===== src/rtl/fp_sched_pkg.sv =====
// Shared definitions for the fp_add_sched block.
//   FP_W      : floating-point word width (IEEE-754 single precision)
//   N_REQ_DEF : default number of requesters
//   state_t   : output-register occupancy (EMPTY / FULL)
//   req_id_t  : requester index for the default configuration
package fp_sched_pkg;
   localparam int FP_W      = 32;
   localparam int N_REQ_DEF = 4;

   typedef enum logic {
      EMPTY = 1'b0,
      FULL  = 1'b1
   } state_t;

   typedef logic [$clog2(N_REQ_DEF)-1:0] req_id_t;
endpackage


===== src/rtl/fp_adder.sv =====
// Combinational IEEE-754 single-precision adder, round to nearest even.
//   i_fp1, i_fp2 : operands
//   o_fp         : sum; NaN in gives quiet NaN, inf - inf gives quiet NaN,
//                  x + (-x) gives +0, overflow saturates to infinity.
module fp_adder (
   input  logic [31:0] i_fp1,
   input  logic [31:0] i_fp2,
   output logic [31:0] o_fp
);
   logic        nan_a, nan_b, inf_a, inf_b;
   logic [31:0] big, sml;
   logic [7:0]  e_big, e_sml, diff, max_sh, sh;
   logic [26:0] m_big, m_sml, m_aln, lost_mask, norm;
   logic [27:0] sum;
   logic [4:0]  lz;
   logic [9:0]  e_res, e_fld;
   logic [24:0] rnd;
   logic        rnd_up;

   always_comb begin
      nan_a = (&i_fp1[30:23]) & (|i_fp1[22:0]);
      nan_b = (&i_fp2[30:23]) & (|i_fp2[22:0]);
      inf_a = (&i_fp1[30:23]) & ~(|i_fp1[22:0]);
      inf_b = (&i_fp2[30:23]) & ~(|i_fp2[22:0]);

      // Order by magnitude so the aligned subtraction never goes negative.
      if (i_fp1[30:0] >= i_fp2[30:0]) begin
         big = i_fp1;
         sml = i_fp2;
      end else begin
         big = i_fp2;
         sml = i_fp1;
      end

      // Denormals share the exponent of the smallest normal, without hidden bit.
      e_big = (big[30:23] == 8'd0) ? 8'd1 : big[30:23];
      e_sml = (sml[30:23] == 8'd0) ? 8'd1 : sml[30:23];
      m_big = {|big[30:23], big[22:0], 3'b000};
      m_sml = {|sml[30:23], sml[22:0], 3'b000};
      diff  = e_big - e_sml;

      // Three extra LSBs (guard, round, sticky); shifted-out bits fold into sticky.
      lost_mask = '0;
      if (diff >= 8'd27) begin
         m_aln = {26'd0, |m_sml};
      end else begin
         lost_mask = (27'd1 << diff) - 27'd1;
         m_aln     = (m_sml >> diff) | {26'd0, |(m_sml & lost_mask)};
      end

      if (big[31] == sml[31]) sum = {1'b0, m_big} + {1'b0, m_aln};
      else                    sum = {1'b0, m_big} - {1'b0, m_aln};

      lz = 5'd27;
      for (int i = 0; i < 27; i++) begin
         if (sum[i]) lz = 5'(26 - i);
      end

      max_sh = e_big - 8'd1;
      sh     = '0;
      if (sum[27]) begin
         norm  = {sum[27:2], sum[1] | sum[0]};
         e_res = {2'b00, e_big} + 10'd1;
      end else begin
         // Never normalise below the minimum exponent: the result goes denormal.
         sh    = ({3'd0, lz} > max_sh) ? max_sh : {3'd0, lz};
         norm  = sum[26:0] << sh;
         e_res = {2'b00, e_big} - {2'b00, sh};
      end

      rnd_up = norm[2] & (norm[1] | norm[0] | norm[3]);
      rnd    = {1'b0, norm[26:3]} + {24'd0, rnd_up};

      if (rnd[24])      e_fld = e_res + 10'd1;
      else if (rnd[23]) e_fld = e_res;
      else              e_fld = '0;

      if (e_fld >= 10'd255) o_fp = {big[31], 8'hFF, 23'd0};
      else                  o_fp = {big[31], e_fld[7:0], rnd[22:0]};

      if (nan_a || nan_b || (inf_a && inf_b && (i_fp1[31] != i_fp2[31]))) o_fp = 32'h7FC0_0000;
      else if (inf_a)     o_fp = i_fp1;
      else if (inf_b)     o_fp = i_fp2;
      else if (sum == '0) o_fp = {big[31] & sml[31], 31'd0};
   end
endmodule


===== src/rtl/rr_arbiter.sv =====
// Combinational round-robin arbiter.
//   req_i     : request vector
//   ptr_i     : index with highest priority this cycle
//   en_i      : grant enable; when low the one-hot grant is all zero
//   gnt_o     : one-hot grant (gated by en_i)
//   gnt_idx_o : index of the winning request (valid whenever any req_i bit is set)
module rr_arbiter #(
   parameter int N_REQ = 4
) (
   input  logic [N_REQ-1:0]         req_i,
   input  logic [$clog2(N_REQ)-1:0] ptr_i,
   input  logic                     en_i,
   output logic [N_REQ-1:0]         gnt_o,
   output logic [$clog2(N_REQ)-1:0] gnt_idx_o
);
   localparam int ID_W = $clog2(N_REQ);

   logic            found;
   logic [ID_W-1:0] idx;
   int              pos;

   always_comb begin
      // NOTE: every variable written here gets a value before the search loop,
      // so no path leaves one unassigned and no latch is inferred.
      gnt_o     = '0;
      gnt_idx_o = '0;
      found     = 1'b0;
      idx       = '0;
      pos       = 0;
      for (int k = 0; k < N_REQ; k++) begin
         // Walk from the pointer and wrap around the requester ring.
         pos = int'(ptr_i) + k;
         if (pos >= N_REQ) pos = pos - N_REQ;
         idx = ID_W'(pos);
         if (!found && req_i[idx]) begin
            found      = 1'b1;
            gnt_idx_o  = idx;
            gnt_o[idx] = en_i;
         end
      end
   end
endmodule


===== src/rtl/fp_add_sched.sv =====
// Round-robin scheduler sharing one fp_adder among N_REQ requesters.
//   clk, reset_n              : clock, asynchronous active-low reset
//   i_req_valid / o_req_ready : per-requester handshake (at most one ready bit)
//   i_req_fp1 / i_req_fp2     : per-requester operand pair
//   o_res_valid / i_res_ready : result-register handshake toward the consumer
//   o_res_fp, o_res_id        : registered sum and the requester that produced it
//   o_busy                    : a result is held or any request is pending
module fp_add_sched
   import fp_sched_pkg::*;
#(
   parameter int N_REQ = N_REQ_DEF
) (
   input  logic                           clk,
   input  logic                           reset_n,
   input  logic [N_REQ-1:0]               i_req_valid,
   output logic [N_REQ-1:0]               o_req_ready,
   input  logic [N_REQ-1:0][FP_W-1:0]     i_req_fp1,
   input  logic [N_REQ-1:0][FP_W-1:0]     i_req_fp2,
   output logic                           o_res_valid,
   input  logic                           i_res_ready,
   output logic [FP_W-1:0]                o_res_fp,
   output logic [$clog2(N_REQ)-1:0]       o_res_id,
   output logic                           o_busy
);
   localparam int ID_W = $clog2(N_REQ);

   state_t           state_q, state_d;
   logic [ID_W-1:0]  rr_ptr_q, rr_ptr_d;
   logic [ID_W-1:0]  res_id_q, res_id_d;
   logic [FP_W-1:0]  res_fp_q, res_fp_d;
   logic [ID_W-1:0]  gnt_idx;
   logic [N_REQ-1:0] gnt;
   logic [FP_W-1:0]  add_sum;
   logic             slot_free;
   logic             accept;

   // The register can take a new result when empty or when it is drained this cycle.
   assign slot_free = (state_q == EMPTY) | i_res_ready;

   // Gating with reset_n keeps every ready bit low while reset is asserted.
   rr_arbiter #(.N_REQ(N_REQ)) u_arb (
      .req_i     (i_req_valid),
      .ptr_i     (rr_ptr_q),
      .en_i      (slot_free & reset_n),
      .gnt_o     (gnt),
      .gnt_idx_o (gnt_idx)
   );

   fp_adder u_add (
      .i_fp1 (i_req_fp1[gnt_idx]),
      .i_fp2 (i_req_fp2[gnt_idx]),
      .o_fp  (add_sum)
   );

   assign accept = |(i_req_valid & gnt);

   always_comb begin
      state_d  = state_q;
      rr_ptr_d = rr_ptr_q;
      res_fp_d = res_fp_q;
      res_id_d = res_id_q;
      if (accept) begin
         state_d  = FULL;
         res_fp_d = add_sum;
         res_id_d = gnt_idx;
         rr_ptr_d = (gnt_idx == ID_W'(N_REQ - 1)) ? '0 : gnt_idx + ID_W'(1);
      end else if ((state_q == FULL) && i_res_ready) begin
         state_d = EMPTY;
      end
   end

   always_ff @(posedge clk or negedge reset_n) begin
      if (!reset_n) begin
         state_q  <= EMPTY;
         rr_ptr_q <= '0;
         res_fp_q <= '0;
         res_id_q <= '0;
      end else begin
         // NOTE: state registers use non-blocking assignments so every flop
         // samples pre-edge values regardless of statement order.
         state_q  <= state_d;
         rr_ptr_q <= rr_ptr_d;
         res_fp_q <= res_fp_d;
         res_id_q <= res_id_d;
      end
   end

   assign o_req_ready = gnt;
   assign o_res_valid = (state_q == FULL);
   assign o_res_fp    = res_fp_q;
   assign o_res_id    = res_id_q;
   assign o_busy      = (state_q == FULL) | (|i_req_valid);
endmodule


===== config.mk =====
export PLATFORM = sky130hd
export DESIGN_NAME = fp_add_sched
export DESIGN_NICKNAME = d
export VERILOG_FILES = /design/src/rtl/fp_sched_pkg.sv /design/src/rtl/fp_adder.sv /design/src/rtl/rr_arbiter.sv /design/src/rtl/fp_add_sched.sv
export SDC_FILE = /design/constraint.sdc
export NUM_CORES = 1
export LEC_CHECK = 0
export ABC_AREA = 1
export CORE_AREA = 2 2 162 196
export DETAILED_ROUTE_END_ITERATION = 10
export DIE_AREA = 0 0 164 198
export HOLD_SLACK_MARGIN = 0.02
export PLACE_DENSITY = 0.8
export SLEW_MARGIN = 10
export SYNTH_ARGS = -nofsm -noshare
export SYNTH_HDL_FRONTEND = slang
export SYNTH_SLANG_ARGS = --single-unit

===== constraint.sdc =====
create_clock -name clk -period 17.5 [get_ports clk]
set_input_delay 3.5 -clock clk [delete_from_list [all_inputs] [get_ports clk]]
set_output_delay 3.5 -clock clk [all_outputs]
set_load 0.01 [all_outputs]

==> results of run 1 <==
## per-layer routing
metal / track usage (%) / overflow
met2: 91.9 / 3
met3: 65.4 / 1
met5: 41.4 / 0
met4: 71.6 / 0
met1: 75.9 / 0
## through the flow
stage	TNS, ns	area (um^2)	util, %
after floorplan	0	15300	-
after global placement	-25.78	22800	73.8
after detailed placement	-42.58	22800	73.8
after CTS	-0.283	24700	80.2
## cell families after synthesis
logic type               after synthesis
AND/OR/NAND/NOR                     1732
buffers and inverters                456
AO/OA/AOI/OAI                        445
adder cells (fa/ha/maj)              110
XOR/XNOR                              47
flip-flops                            37
multiplexers                          11
other                                  1
## synthesized netlist by cell type, types with 35 or more instances
cell      count  area, um^2
nand4_1      72         450
dfrtp_1      37         926
clkbuf_1     68         255
buf_2        35         175
a21oi_1     121         606
o21ai_0     156         781
nor2_1      236         886
inv_1       292        1100
nor3_1       37         185
nand2_1     890        3340
nand3_1     378        1890
ha_1        107        1340
## timing repair
item / 4_1_cts
endpoints found under the hold margin: 0
pin swaps: 99
gates resized for setup: 210
buffers inserted: 99
endpoints found under the setup margin: 31
gates cloned: 13
==> flow_summary.json, run 1 <==
{
  "status": "stopped before the end",
  "failing_step": "5_1_grt",
  "error_message": "[ERROR GRT-0232] Routing congestion too high. Check the congestion heatmap in the GUI.",
  "post-place-cells": 3990,
  "netlist_instances": 2839,
  "worst_endpoint_kind": "sequential cell input",
  "std_cell_rows": 71,
  "width_of_the_chip_um": 164,
  "cts.sinks": 37,
  "yosys.area_share.adder_pct": 9.26,
  "ctsLongestPathBuffers": 2,
  "synth_async_sr_flop_share_pct": 100,
  "synth_edf_count": 0,
  "synth_seq_area_share_pct": 6.13,
  "synth.ff_latch_count": 37,
  "place_ws_ns": -1.44,
  "cts-buffers-inserted": 5,
  "initial_utilization_pct": 49.0,
  "synth.mux.area_fraction_pct": 0.729,
  "cts-hold-fix-buffers": 0,
  "maximum_number_of_pins_on_one_net_before_global_route_repair": 57,
  "port_buffers": 302,
  "most_used_flip_flop_cell_after_synthesis": "dfrtp_1",
  "synth-compound-area-share_pct": 17.7,
  "number_of_levels_in_the_clock_h_tree": 2,
  "detailed_place_hpwl_mm": 59.5,
  "synth_top_family_by_area": "simple AND/OR/NAND/NOR gates",
  "cts-root-buf": "clkbuf_16",
  "grt_remaining_overflow": 4,
  "synth_xor_xnor_area_share_pct": 2.97,
  "crit_endpoint": "o_res_fp[8]$_DFFE_PN0P_/D",
  "netlist_area_um2": 15100,
  "design.portCount": 303,
  "synth_simple_gate_area_share_pct": 51.1,
  "die_height_um": 198,
  "synth.lib_cells_used.distinct": 73,
  "gr_usage_total_pct": 76.7,
  "place_congestion": 1.08,
  "yosys_warnings": 0,
  "syn-mean-instance-area_um2": 5.32
}
==> inputs of run 2 (changes only) <==
Settings changed: CORE_AREA 2 2 162 196 to 2 2 198 200, DIE_AREA 0 0 164 198 to 0 0 200 202, HOLD_SLACK_MARGIN 0.02 to default, PLACE_DENSITY 0.8 to default, PLACE_DENSITY_LB_ADDON from default to 0.15.
Clock period 17.5 ns to 22.8 ns, I/O delays scaled along.
==> flow_summary.json, run 2 <==
{
  "worstHoldEndpoint": "o_res_fp[0]",
  "pre_antenna_drt_iters": 6,
  "netlist_area_um2": 15100,
  "die_height_um": 202,
  "final_max_slew_viol_count": 0,
  "synth_top_cell_by_area": "nand2_1",
  "timing.rr.end": "o_res_fp[15]",
  "r2r_cells": 113,
  "timing.clock.skew_ns": 0.00370,
  "grt_remaining_overflow": 0,
  "synth_seq_area_share_pct": 6.13,
  "routed-via-count": 20200,
  "worst-endpoint-arrival_ns": 21.55,
  "drt-wirelength-per-cell_um": 18.5,
  "grt_first_pass_wirelength_mm": 102,
  "setup_total_negative_slack_ns": 0,
  "final.fill_count": 4163,
  "final.period_utilization_pct": 93.6,
  "critical_path_type": "primary input to register",
  "cts.sinks": 37,
  "number_of_levels_in_the_clock_h_tree": 2,
  "synth.lib_cells_used.distinct": 73,
  "detailed_place_hpwl_mm": 53.7,
  "status": "finished clean",
  "ctsLongestPathBuffers": 2,
  "multi_input_area_um2": 12600,
  "overall_die_area_um2": 40400,
  "ff_latch_area_um2": 926,
  "synth_top_area_share_pct": 22.1,
  "gr-usage-met3_pct": 2.27,
  "timing.rr.start": "rr_ptr_q[0]",
  "timing.critical_path.slowest_cell_delay_ns": 0.47,
  "worst_slew_pin_slew_ns": 0.936,
  "cp_data_required_time_ns": 23.01,
  "most_used_flip_flop_cell_after_synthesis": "dfrtp_1",
  "top_library_cells_by_usage_in_the_layout_fill_and_taps_aside": "nand2_1, nand3_1, clkdlybuf4s50_1",
  "drt_wl_total_mm": 66.7,
  "clock_latency_ns": 0.28,
  "min-delay-start": "o_res_fp[0]",
  "synth_edf_count": 0,
  "cts-buffers-inserted": 5,
  "place_congestion": 1.00,
  "syn2layout_area_growth_pct": 26.7,
  "global_route.peak_usage_layer": "met2",
  "postRouteAntennaNets": 0,
  "maximum_number_of_pins_on_one_net_before_global_route_repair": 74,
  "drt_drc_violations_left": 0,
  "cts_tree": "yes",
  "clock.fmax_mhz": 46.9,
  "synth_top_cells_by_area": "nand2_1, nand3_1, ha_1, inv_1, dfrtp_1",
  "ff2ff_setup_slack_ns": 5.24,
  "synth_top_cells_by_count": "nand2_1, nand3_1, inv_1",
  "crit_path_max_fanout": 37,
  "number_of_antenna_violations_at_the_first_check_in_global_routing": 4,
  "worst_setup_path_end_kind": "register",
  "drive_gt1_share_pct": 7.94,
  "yosysMostFrequentCell": "nand2_1",
  "whs_path_depth": 2,
  "relSlewSlack_pct": 36.9,
  "initial_utilization_pct": 39.5,
  "syn-mean-instance-area_um2": 5.32,
  "core_area_um2": 38300,
  "timing.critical_path.slowest_stage_cell": "clkdlybuf4s50_1",
  "width_of_the_chip_um": 200,
  "hold_path.class": "register to register",
  "netlist_instances": 2839,
  "path_common_cell": "nand2_1",
  "final_hold_viol_count": 0,
  "cts-root-buf": "clkbuf_16",
  "gr_usage_total_pct": 31.3,
  "routed_via_density": 5.62,
  "finalWorstPathRequiredPeriod_ns": 21.34,
  "first_iter_violations": 2065,
  "design.portCount": 303,
  "post-route-util_pct": 50.0,
  "cts-hold-fix-buffers": 0,
  "timing.max_cap.violations": 0,
  "globalRouteMet2Util_pct": 53.9,
  "port_buffers": 302,
  "yosys_warnings": 0,
  "synth_async_sr_flop_share_pct": 100,
  "std_cell_rows": 72,
  "grt_pass1_vias": 18800,
  "fin_hold_ws_ns": 0.475,
  "mostFrequentLayoutCell": "nand2_1",
  "dpl-instance-area_um2": 18500,
  "finalNetCount": 3456,
  "worst_setup_path_start_kind": "primary input",
  "largest_register_ff_count": 32,
  "synth.ff_latch_count": 37,
  "finish.instance_area_um2": 19200,
  "setup_viol_count_final": 0,
  "clkTransAtPathRegs_ns": 0.06,
  "groute.layer.met1.usage_pct": 41.3
}
==> run 2: cell counts after synthesis <==
Identical to the previous run, type by type.
==> run 2: metrics by stage <==
step,setup slack [ns],std cells
after global placement,0.296,3564
after floorplan,2.90,2840
final,1.46,3604
after CTS,0.112,3572
after detailed placement,-0.130,3564
after global routing,-0.227,3603
==> run 2: cells by family (layout without fill, tap and decap cells) <==
family / after synthesis / after routing / share of synthesized area (%)
xor+xnor: 47 / 47 / 2.97
compound gates: 445 / 447 / 17.7
other cells: 1 / 4 / 0.0248
buf+inv: 456 / 694 / 12.1
fa+ha+maj: 110 / 110 / 9.26
flops: 37 / 37 / 6.13
simple gates: 1732 / 1736 / 51.1
mux: 11 / 11 / 0.729
==> run 2: layer usage <==
metal	part of all wire [%]	up-vias
met5	0.019	-
met4	3.4	2
met3	6.5	132
li1	-	9937
met2	47	807
met1	43	9359
==> run 2: how the worst max path moves through the flow <==
| stage | startpoint | endpoint | depth (start not counted) |
|---|---|---|---|
| after floorplan | i_req_valid[3] | o_res_fp[4] | 124 |
| after global placement | i_req_valid[3] | o_res_fp[22] | 111 |
| after detailed placement | i_req_valid[3] | o_res_fp[22] | 111 |
| after CTS | i_req_valid[3] | o_res_fp[22] | 114 |
| after global routing | i_req_valid[2] | o_res_fp[15] | 120 |
| final | i_req_valid[3] | o_res_fp[15] | 111 |
==> run 2: what timing repair did <==
action                                  in CTS  in global routing
buffers inserted                             0                 22
gates resized for setup                      0                 64
endpoints found under the setup margin       0                 31
==> run 2: cell type report <==
type | instances | share of cell area [%]
antenna | 2 | 0.0261
clock inverter | 3 | 0.111
timing repair buffer | 361 | 18.8
clock buffer | 5 | 0.653
inverter | 325 | 6.51
tap | 518 | 3.38
sequential | 37 | 4.83
multi-input combinational | 2353 | 65.7
==> run 2: worst max-delay path: cells and delay by family <==
family / cells / cell delay [ns]
XOR/XNOR: 3 / 0.58
adder cells (fa/ha/maj): 6 / 1.98
multiplexers: 1 / 0.21
buffers and inverters: 21 / 3.17
AND/OR/NAND/NOR: 55 / 6.44
AO/OA/AOI/OAI: 25 / 4.51
Power of run 2 is left out: the tool's default activity adds up to more than one toggle a clock period on the data nets, which glitch-free logic cannot reach.
==> inputs of run 3 (changes only) <==
Settings changed: CORE_AREA 2 2 198 200 to 2 2 177 223, DIE_AREA 0 0 200 202 to 0 0 179 225.
==> flow_summary.json, run 3 (same netlist as run 2, synthesis figures left out) <==
{
  "status": "finished clean",
  "width_of_the_chip_um": 179,
  "routed-via-count": 20200,
  "whs_path_depth": 2,
  "cp_num_buf_inv": 19,
  "worst_slew_pin_slew_ns": 1.00,
  "hold_path.class": "register to register",
  "cts.sinks": 37,
  "ff2ff_setup_slack_ns": 5.35,
  "crit_path_max_fanout": 63,
  "final.period_utilization_pct": 93.2,
  "detailed_place_hpwl_mm": 54.7,
  "mostFrequentLayoutCell": "nand2_1",
  "crit_family": "simple AND/OR/NAND/NOR gates",
  "path_common_cell": "nand2_1",
  "syn2layout_area_growth_pct": 25.5,
  "initial_utilization_pct": 39.8,
  "postRouteAntennaNets": 0,
  "die_height_um": 225,
  "port_buffers": 302,
  "timing.rr.start": "rr_ptr_q[0]",
  "std_cell_rows": 80,
  "final_max_slew_viol_count": 0,
  "ctsLongestPathBuffers": 2,
  "cts-buffers-inserted": 5,
  "cts_tree": "yes",
  "top_library_cells_by_usage_in_the_layout_fill_and_taps_aside": "nand2_1, nand3_1, clkdlybuf4s50_1",
  "relSlewSlack_pct": 32.4,
  "finalWorstPathRequiredPeriod_ns": 21.24,
  "final.fill_count": 4138,
  "overall_die_area_um2": 40300,
  "setup_viol_count_final": 0,
  "timing.rr.end": "o_res_fp[2]",
  "clkTransAtPathRegs_ns": 0.05,
  "timing.clock.skew_ns": 0.00851,
  "core_area_um2": 37900,
  "cts-hold-fix-buffers": 0,
  "timing.critical_path.slowest_stage_cell": "clkdlybuf4s50_1",
  "worstHoldEndpoint": "o_res_fp[21]",
  "cp_data_required_time_ns": 23.02,
  "number_of_antenna_violations_at_the_first_check_in_global_routing": 5,
  "pre_antenna_drt_iters": 7,
  "worst_setup_path_start_kind": "primary input",
  "clock.fmax_mhz": 47.1,
  "grt_first_pass_wirelength_mm": 102,
  "grt_pass1_vias": 18700,
  "final_hold_viol_count": 0,
  "drive_gt1_share_pct": 7.29,
  "gr_usage_total_pct": 31.9,
  "design.portCount": 303,
  "place_congestion": 0.995,
  "timing.max_cap.violations": 0,
  "r2r_cells": 112,
  "drt-wirelength-per-cell_um": 19.0,
  "drt_drc_violations_left": 0,
  "worst-endpoint-arrival_ns": 21.46,
  "clock_latency_ns": 0.29,
  "maximum_number_of_pins_on_one_net_before_global_route_repair": 84,
  "first_iter_violations": 1930,
  "min-delay-start": "o_res_fp[21]",
  "dpl-instance-area_um2": 18500,
  "finish.instance_area_um2": 19000,
  "grt_remaining_overflow": 0,
  "number_of_levels_in_the_clock_h_tree": 2,
  "routed_via_density": 5.65,
  "critical_path_type": "primary input to register",
  "drt_wl_total_mm": 67.6,
  "worst_setup_path_end_kind": "register",
  "largest_register_ff_count": 32,
  "timing.critical_path.slowest_cell_delay_ns": 0.55,
  "finalNetCount": 3443,
  "cts-root-buf": "clkbuf_16"
}
==> run 3: final cells by class <==
class,count,area [um^2],area share (%)
clock buffer,5,125,0.660
clock inverter,3,21.3,0.112
multi-input combinational,2351,12500,66.0
timing repair buffer,350,3530,18.6
sequential,37,926,4.88
inverter,325,1230,6.47
tap,492,616,3.25
antenna,3,7.51,0.0396
==> run 3: routing by layer <==
layer / vias up / global-route usage (%) / wire length, um
li1: 9903 / - / -
met1: 9230 / 37.7 / 26700
met2: 871 / 57.2 / 33100
met3: 147 / 4.01 / 4620
met4: 2 / 13.7 / 3280
met5: - / 0 / 14
==> run 3: worst max path at each step <==
stage | start | end | slack, ns | cells after the start
after floorplan | i_req_valid[3] | o_res_fp[4] | 2.90 | 124
after global placement | i_req_valid[3] | o_res_fp[2] | 0.77 | 112
after detailed placement | i_req_valid[3] | o_res_fp[0] | 0.30 | 115
after CTS | i_req_valid[3] | o_res_fp[0] | 0.52 | 115
after global routing | i_req_valid[3] | o_res_fp[2] | -0.02 | 118
final | i_req_valid[3] | o_res_fp[2] | 1.56 | 114
==> run 3: repair_timing <==
| action | in CTS | in global routing |
|---|---|---|
| buffers inserted | 0 | 8 |
| hold endpoints to repair | 0 | 0 |
| setup endpoints to repair | 0 | 31 |
| resized for setup | 0 | 44 |
==> run 3: through the flow <==
step	setup TNS, ns	hold slack, ns	utilization [%]	worst slack, ns	std cells
final	0	0.477	50.0	1.56	3566
after global routing	-0.0315	0.503	50.0	-0.0222	3565
after CTS	0	0.483	49.1	0.522	3549
after detailed placement	0	0.467	48.7	0.297	3541
after global placement	0	0.464	48.7	0.770	3541
after floorplan	0	0.516	-	2.90	2840
==> run 3: worst register-to-register path, delay by kind of cell, from the launching register on <==
kind                       cells  cell delay, ns
DFF                            1            0.51
buffers and inverters         18            2.36
AOI/OAI and AO/OA             25            4.82
xor gates and xnor gates       3            0.63
adders and majority gates      8            2.39
and+or+nand+nor               57            6.40
muxes                          1            0.33
Power of run 3 is left out for the same reason.
